$ cat config.mk
export PLATFORM = sky130hd
export DESIGN_NAME = instruction_fetch
export DESIGN_NICKNAME = d
export VERILOG_FILES = /design/src/rtl/fetch_pkg.sv /design/src/rtl/ifid_reg.sv /design/src/rtl/instruction_fetch.sv
export SDC_FILE = /design/constraint.sdc
export NUM_CORES = 1
export LEC_CHECK = 0
export ABC_AREA = 1
export CAP_MARGIN = 30
export CORE_UTILIZATION = 45
export CTS_CLUSTER_DIAMETER = 150
export DETAILED_ROUTE_END_ITERATION = 8
export PLACE_DENSITY = 0.9
export SETUP_SLACK_MARGIN = 0.1
export SYNTH_ARGS = -nofsm -noshare
export SYNTH_HDL_FRONTEND = slang
export SYNTH_SLANG_ARGS = --single-unit
$ cat constraint.sdc
create_clock -name Clk -period 1.8 [get_ports Clk]
set_clock_uncertainty 0.15 [all_clocks]
set_input_delay 0.36 -clock Clk [delete_from_list [all_inputs] [get_ports Clk]]
set_output_delay 0.36 -clock Clk [all_outputs]
set_load 0.01 [all_outputs]
$ cat src/rtl/fetch_pkg.sv
// Shared fetch-stage definitions: FSM state encoding, halt word default and
// the IF/ID field widths that the decode stage also relies on.
package fetch_pkg;

    typedef enum logic {
        FS_RUN  = 1'b0,
        FS_HALT = 1'b1
    } fetch_state_t;

    localparam int IFID_ADDR_W = 8;
    localparam int IFID_DATA_W = 32;

    localparam logic [IFID_DATA_W-1:0] HALT_WORD_DEFAULT = 32'hFFFF_FFFF;

endpackage

$ cat src/rtl/ifid_reg.sv
// IF/ID pipeline register. Loads a freshly fetched word, holds it while decode
// is stalled, or turns into a bubble (valid cleared, payload kept).
module ifid_reg
    import fetch_pkg::*;
#(
    parameter int ADDR_W = IFID_ADDR_W,
    parameter int DATA_W = IFID_DATA_W
) (
    input  logic              clk,
    input  logic              rst,
    input  logic              load,
    input  logic              bubble,
    input  logic [DATA_W-1:0] next_instruction,
    input  logic [ADDR_W-1:0] next_pc,
    output logic [DATA_W-1:0] instruction,
    output logic [ADDR_W-1:0] pc,
    output logic              valid
);

    // Bubble wins over load so a redirect never lets a stale word through.
    always_ff @(posedge clk) begin
        if (rst) begin
            instruction <= '0;
            pc          <= '0;
            valid       <= 1'b0;
        end else if (bubble) begin
            valid       <= 1'b0;
        end else if (load) begin
            instruction <= next_instruction;
            pc          <= next_pc;
            valid       <= 1'b1;
        end
    end

endmodule

$ cat src/rtl/instruction_fetch.sv
// Fetch stage: owns the PC, drives the instruction memory address, captures
// the returned word into IF/ID and handles stall, branch redirect and halt.
module instruction_fetch
    import fetch_pkg::*;
#(
    parameter int                ADDR_W    = IFID_ADDR_W,
    parameter int                DATA_W    = IFID_DATA_W,
    parameter logic [ADDR_W-1:0] RESET_PC  = 8'h00,
    parameter logic [DATA_W-1:0] HALT_WORD = HALT_WORD_DEFAULT,
    parameter int                CNT_W     = 16
) (
    input  logic              Clk,
    input  logic              Rst,
    input  logic              Stall,
    input  logic              BranchTaken,
    input  logic [ADDR_W-1:0] BranchTarget,
    output logic [ADDR_W-1:0] Address,
    input  logic [DATA_W-1:0] InstructionIn,
    output logic [DATA_W-1:0] InstructionOut,
    output logic [ADDR_W-1:0] PCOut,
    output logic              ValidOut,
    output logic              Halted,
    output logic [CNT_W-1:0]  FetchCount
);

    fetch_state_t      state;
    logic [ADDR_W-1:0] pc;
    logic [CNT_W-1:0]  count;
    logic              capture;
    logic              halt_seen;
    logic              bubble;

    // A normal capture only happens while running with no redirect or stall;
    // InstructionIn is looked at nowhere else, so an X from memory stays contained.
    assign capture   = (state == FS_RUN) && !BranchTaken && !Stall;
    assign halt_seen = capture && (InstructionIn == HALT_WORD);
    assign bubble    = ((state == FS_RUN) && BranchTaken) || (state == FS_HALT);

    assign Address    = pc;
    assign Halted     = (state == FS_HALT);
    assign FetchCount = count;

    // PC update and RUN/HALT state; the halt word freezes the PC at its own address.
    always_ff @(posedge Clk) begin
        if (Rst) begin
            state <= FS_RUN;
            pc    <= RESET_PC;
        end else begin
            case (state)
                FS_RUN: begin
                    if (BranchTaken) begin
                        pc <= BranchTarget;
                    end else if (!Stall) begin
                        if (halt_seen) begin
                            state <= FS_HALT;
                        end else begin
                            pc <= pc + 1'b1;
                        end
                    end
                end
                FS_HALT: begin
                    pc <= pc;
                end
                default: begin
                    state <= FS_HALT;
                end
            endcase
        end
    end

    // Saturating count of words handed to decode with valid set.
    always_ff @(posedge Clk) begin
        if (Rst) begin
            count <= '0;
        end else if (capture && (count != {CNT_W{1'b1}})) begin
            count <= count + 1'b1;
        end
    end

    ifid_reg #(
        .ADDR_W(ADDR_W),
        .DATA_W(DATA_W)
    ) u_ifid (
        .clk              (Clk),
        .rst              (Rst),
        .load             (capture),
        .bubble           (bubble),
        .next_instruction (InstructionIn),
        .next_pc          (pc),
        .instruction      (InstructionOut),
        .pc               (PCOut),
        .valid            (ValidOut)
    );

endmodule
==> impl_metrics.csv <==
group,metric,value,unit
routing,vias,3355,
sta,final.setup.tns,0,ns
critical_path,timing.reg2reg.setup_slack,0.19,ns
sta,clock.fmax,616.8,MHz
sta,setup_viol_count_final,0,
pwr,vdd.ir_drop.worst,0.5216,mV
pwr,internal_power,0.002475,W
finish,design_area,4578,um2
sta,grt_setup_unrepaired,"yes",
clock_network,cts_htree_levels,3,
place,placement.setup.worst_slack,-0.2889,ns
finish,drive_gt1_share,16.02,%
finish,utilization,70.49,%
logic_synthesis,synth_flop_cell,"sky130_fd_sc_hd__dfxtp_1",
finish,final_net_count,610,
clock_network,tritoncts_num_sinks,66,
sta,slew-limit-headroom,80.15,%
critical_path,cell_with_the_biggest_individual_delay_on_the_critical_path,"sky130_fd_sc_hd__clkdlybuf4s50_1",
pwr,power.switching_fraction,26.49,%
die,die_outline_area,7194,um2
routing,wl_met2,4396,um
clock_network,clk_latency,0.35,ns
clock_network,cts_inserted_buffers,9,
logic_synthesis,count_leader_synth,"sky130_fd_sc_hd__nor2_1",
critical_path,critPathMaxFanout,8,
clock_network,worst_setup_hold_path_clk_slew,0.07,ns
run,maxCapViolations,0,
critical_path,slowest_delay,0.44,ns
clock_network,cts-root-to-sink-buffers,2,
routing,routed-wl-met3,586,um
logic_synthesis,yosys.area.top_type_share,42.81,%
place,gp_routability_congestion,0.8931,
sta,finalWorstSetupSlack,0.1788,ns
critical_path,timing.critical_path.to_type,"flop",
critical_path,cp.buffers_inverters,2,
routing,met1_wl,3444,um
critical_path,worstSetupStartpointType,"input port",
die,dieWidth,84.82,um
routing,vias_per_cell,5.202,
pwr,power_per_cell_area,735.6,nW/um2
routing,detailedRoute.firstIterationViolations,154,
clock_network,tritoncts,"done",
global_routing,grt_pass1_wl,14040,um
place,place_area,4369,um2
routing,maxUsedRoutingLayer,"met4",
logic_synthesis,synthesis.area,3087,um2
sta,maxSlewViolCount,0,
pwr,p_sw,0.0008922,W
logic_synthesis,synth.net_count,486,
logic_synthesis,synth.top_cells.by_count,"sky130_fd_sc_hd__nor2_1, sky130_fd_sc_hd__nand2_1, sky130_fd_sc_hd__dfxtp_1, sky130_fd_sc_hd__o21ai_0, sky130_fd_sc_hd__inv_1",
die,ioPinCount,110,
die,floorplan.rows,29,
finish,nFillCells,532,
logic_synthesis,synth_top_cell_by_area,"sky130_fd_sc_hd__dfxtp_1",
sta,final-hold-violation-count,0,
logic_synthesis,syn_inst,440,
global_routing,antenna_found_initial,0,
place,place.port_buffers,109,
pwr,clockPowerShare,36.5,%
critical_path,path_depth,9,
finish,num_antenna_cells,0,
global_routing,grt.total_usage,24.67,%
global_routing,grt-ovfl-total,0,
logic_synthesis,ys_async_rst_share,0,%
finish,flow.area_growth_from_synthesis,48.32,%
critical_path,ff2ff_path_depth,9,
routing,wl,8597,um
hold_path,timing.hold.worst.class,"reg2reg",
outcome,violations,"design-rule violations",
routing,drcViolationCount,5,
routing,routed_wire_length_per_instance,13.33,um
die,start_util,47.52,%
routing,firstDrtPassIters,9,
critical_path,worstPathRequired,1.89,ns
finish,area_of_combinational_cells_with_multiple_inputs,1607,um2
critical_path,worst_endpoint_data_arrival_time,1.71,ns
logic_synthesis,yosys.cell_types.count,26,
logic_synthesis,leading_cell_types_by_total_area_after_synthesis,"sky130_fd_sc_hd__dfxtp_1, sky130_fd_sc_hd__nor2_1, sky130_fd_sc_hd__nand2_1, sky130_fd_sc_hd__o21ai_0, sky130_fd_sc_hd__inv_1",
pwr,power.leakage,2.119,nW
routing,ant_nets,0,
logic_synthesis,synth.yosys.warnings,0,
critical_path,timing.critical_path.cells,"clkdlybuf4s50_1 > nor2_2 > nand3_1 > nor2_2 > nand3_4 > nand3_4 > nand2_1 > inv_1 > nor2_1",
sta,worst-slew-pin-transition,0.2966,ns
pwr,power.share.sequential,47.3,%
logic_synthesis,synth_enable_flop_cells,0,
global_routing,vias_in_the_first_global_route,3251,
logic_synthesis,synth.ff_latch_count,66,
logic_synthesis,ys_seq_area_share,42.81,%
finish,final-seq-area,1345,um2
place,dp_hpwl,6068,um
logic_synthesis,postSynthAreaPerCell,7.015,um2
sta,layout_min_cycle_time,1.621,ns
outcome,status,"complete, but fails checks",
critical_path,crit_type,"in2reg",
clock_network,clk_root_buffer_cell,"sky130_fd_sc_hd__clkbuf_8",
global_routing,grt_start_max_net_pins,52,
sta,period_utilization_post_route,90.07,%
pwr,combinationalPowerShare,16.3,%
critical_path,gate_family_responsible_for_the_most_delay_along_the_worst_path,"simple AND/OR/NAND/NOR gates",
die,floorplan.core_area,6495,um2
die,die_y,84.82,um
hold_path,worstHoldPathCells,2,
==> logic make-up (layout without fill, tap and decap cells) <==
kind of cell / count (synthesis) / count (layout) / synth area share, %
and+or+nand+nor: 238 / 239 / 33.12
AOI/OAI and AO/OA: 74 / 74 / 13.26
DFF: 66 / 66 / 42.81
buffers and inverters: 50 / 177 / 7.175
xor gates and xnor gates: 10 / 10 / 2.838
adders and majority gates: 2 / 2 / 0.8106
==> metal layers <==
metal  global-route usage, %  up-vias
li1                        -     1666
met1                   27.54     1550
met2                   43.46      125
met3                   8.658       14
met4                   9.091        0
met5                       0        -
==> worst register-to-register path: stages, from the launching register on <==
cell                      delay (ns)
sky130_fd_sc_hd__dfxtp_4        0.38
sky130_fd_sc_hd__ha_4           0.17
sky130_fd_sc_hd__nand3_2        0.09
sky130_fd_sc_hd__nor3_4         0.16
sky130_fd_sc_hd__nand3_2        0.11
sky130_fd_sc_hd__nand2_4        0.10
sky130_fd_sc_hd__inv_4          0.08
sky130_fd_sc_hd__buf_4          0.14
sky130_fd_sc_hd__nor2_2         0.07
sky130_fd_sc_hd__nor2_1         0.04
==> worst paths after layout <==
| check | start | end |
|---|---|---|
| worst max register to register | FetchCount[1] | FetchCount[1] |
| worst min register to register | u_ifid.instruction[30] | u_ifid.instruction[30] |
| worst max-delay path | BranchTaken | Address[0] |
| worst min-delay path | u_ifid.instruction[30] | u_ifid.instruction[30] |
==> state kept, by name, indices dropped and copies added (netlist names) <==
register            flops
Address                 8
FetchCount             16
Halted                  1
u_ifid.instruction     32
u_ifid.pc               8
u_ifid.valid            1
==> layout by cell type, fill, tap and decap left out, drive strengths merged, types with 2 or more instances in the layout <==
cell and count:
nor2 102, nand2 98, dlygate4sd2 66, dfxtp 66, o21ai 47, clkdlybuf4s50 43
inv 31, a21oi 26, buf 22, nand3 20, nand4 10, clkbuf 10
nor3 9, xor2 8, xnor2 2, clkinv 2, clkinvlp 2, ha 2
==> power groups by stage <==
stage	logic, W	registers [W]	clock network, W
after global routing	0.000605	0.00160	0.00132
after floorplan	0.000216	0.00166	0
after CTS	0.000546	0.00159	0.00126
final	0.000547	0.00159	0.00123
after detailed placement	0.000591	0.00163	0
after global placement	0.000578	0.00162	0
==> repair_timing <==
item | CTS | global route
endpoints found under the setup margin | 81 | 22
hold buffers | 0 | 0
pin swaps | 1 | 4
buffers inserted | 1 | 0
hold endpoints to repair | 0 | 0
gates cloned | 0 | 1
gates resized for setup | 86 | 8
==> stage by stage <==
step	cells	hold WS, ns	total power (W)
after floorplan	440	0.3300	0.001878
after global placement	628	0.3141	0.002200
after detailed placement	628	0.3217	0.002218
after CTS	644	0.3327	0.003394
after global routing	645	0.3496	0.003530
final	645	0.3274	0.003368
==> area by class of cell <==
type	count	area share (%)
Clock inverter	5	1.203
Sequential cell	66	29.38
Multi-Input combinational cell	325	35.09
Inverter	31	2.596
Timing Repair Buffer	131	26.62
Clock buffer	10	3.006
Tap cell	77	2.104
No activity file was read; power rests on OpenSTA's default activity.
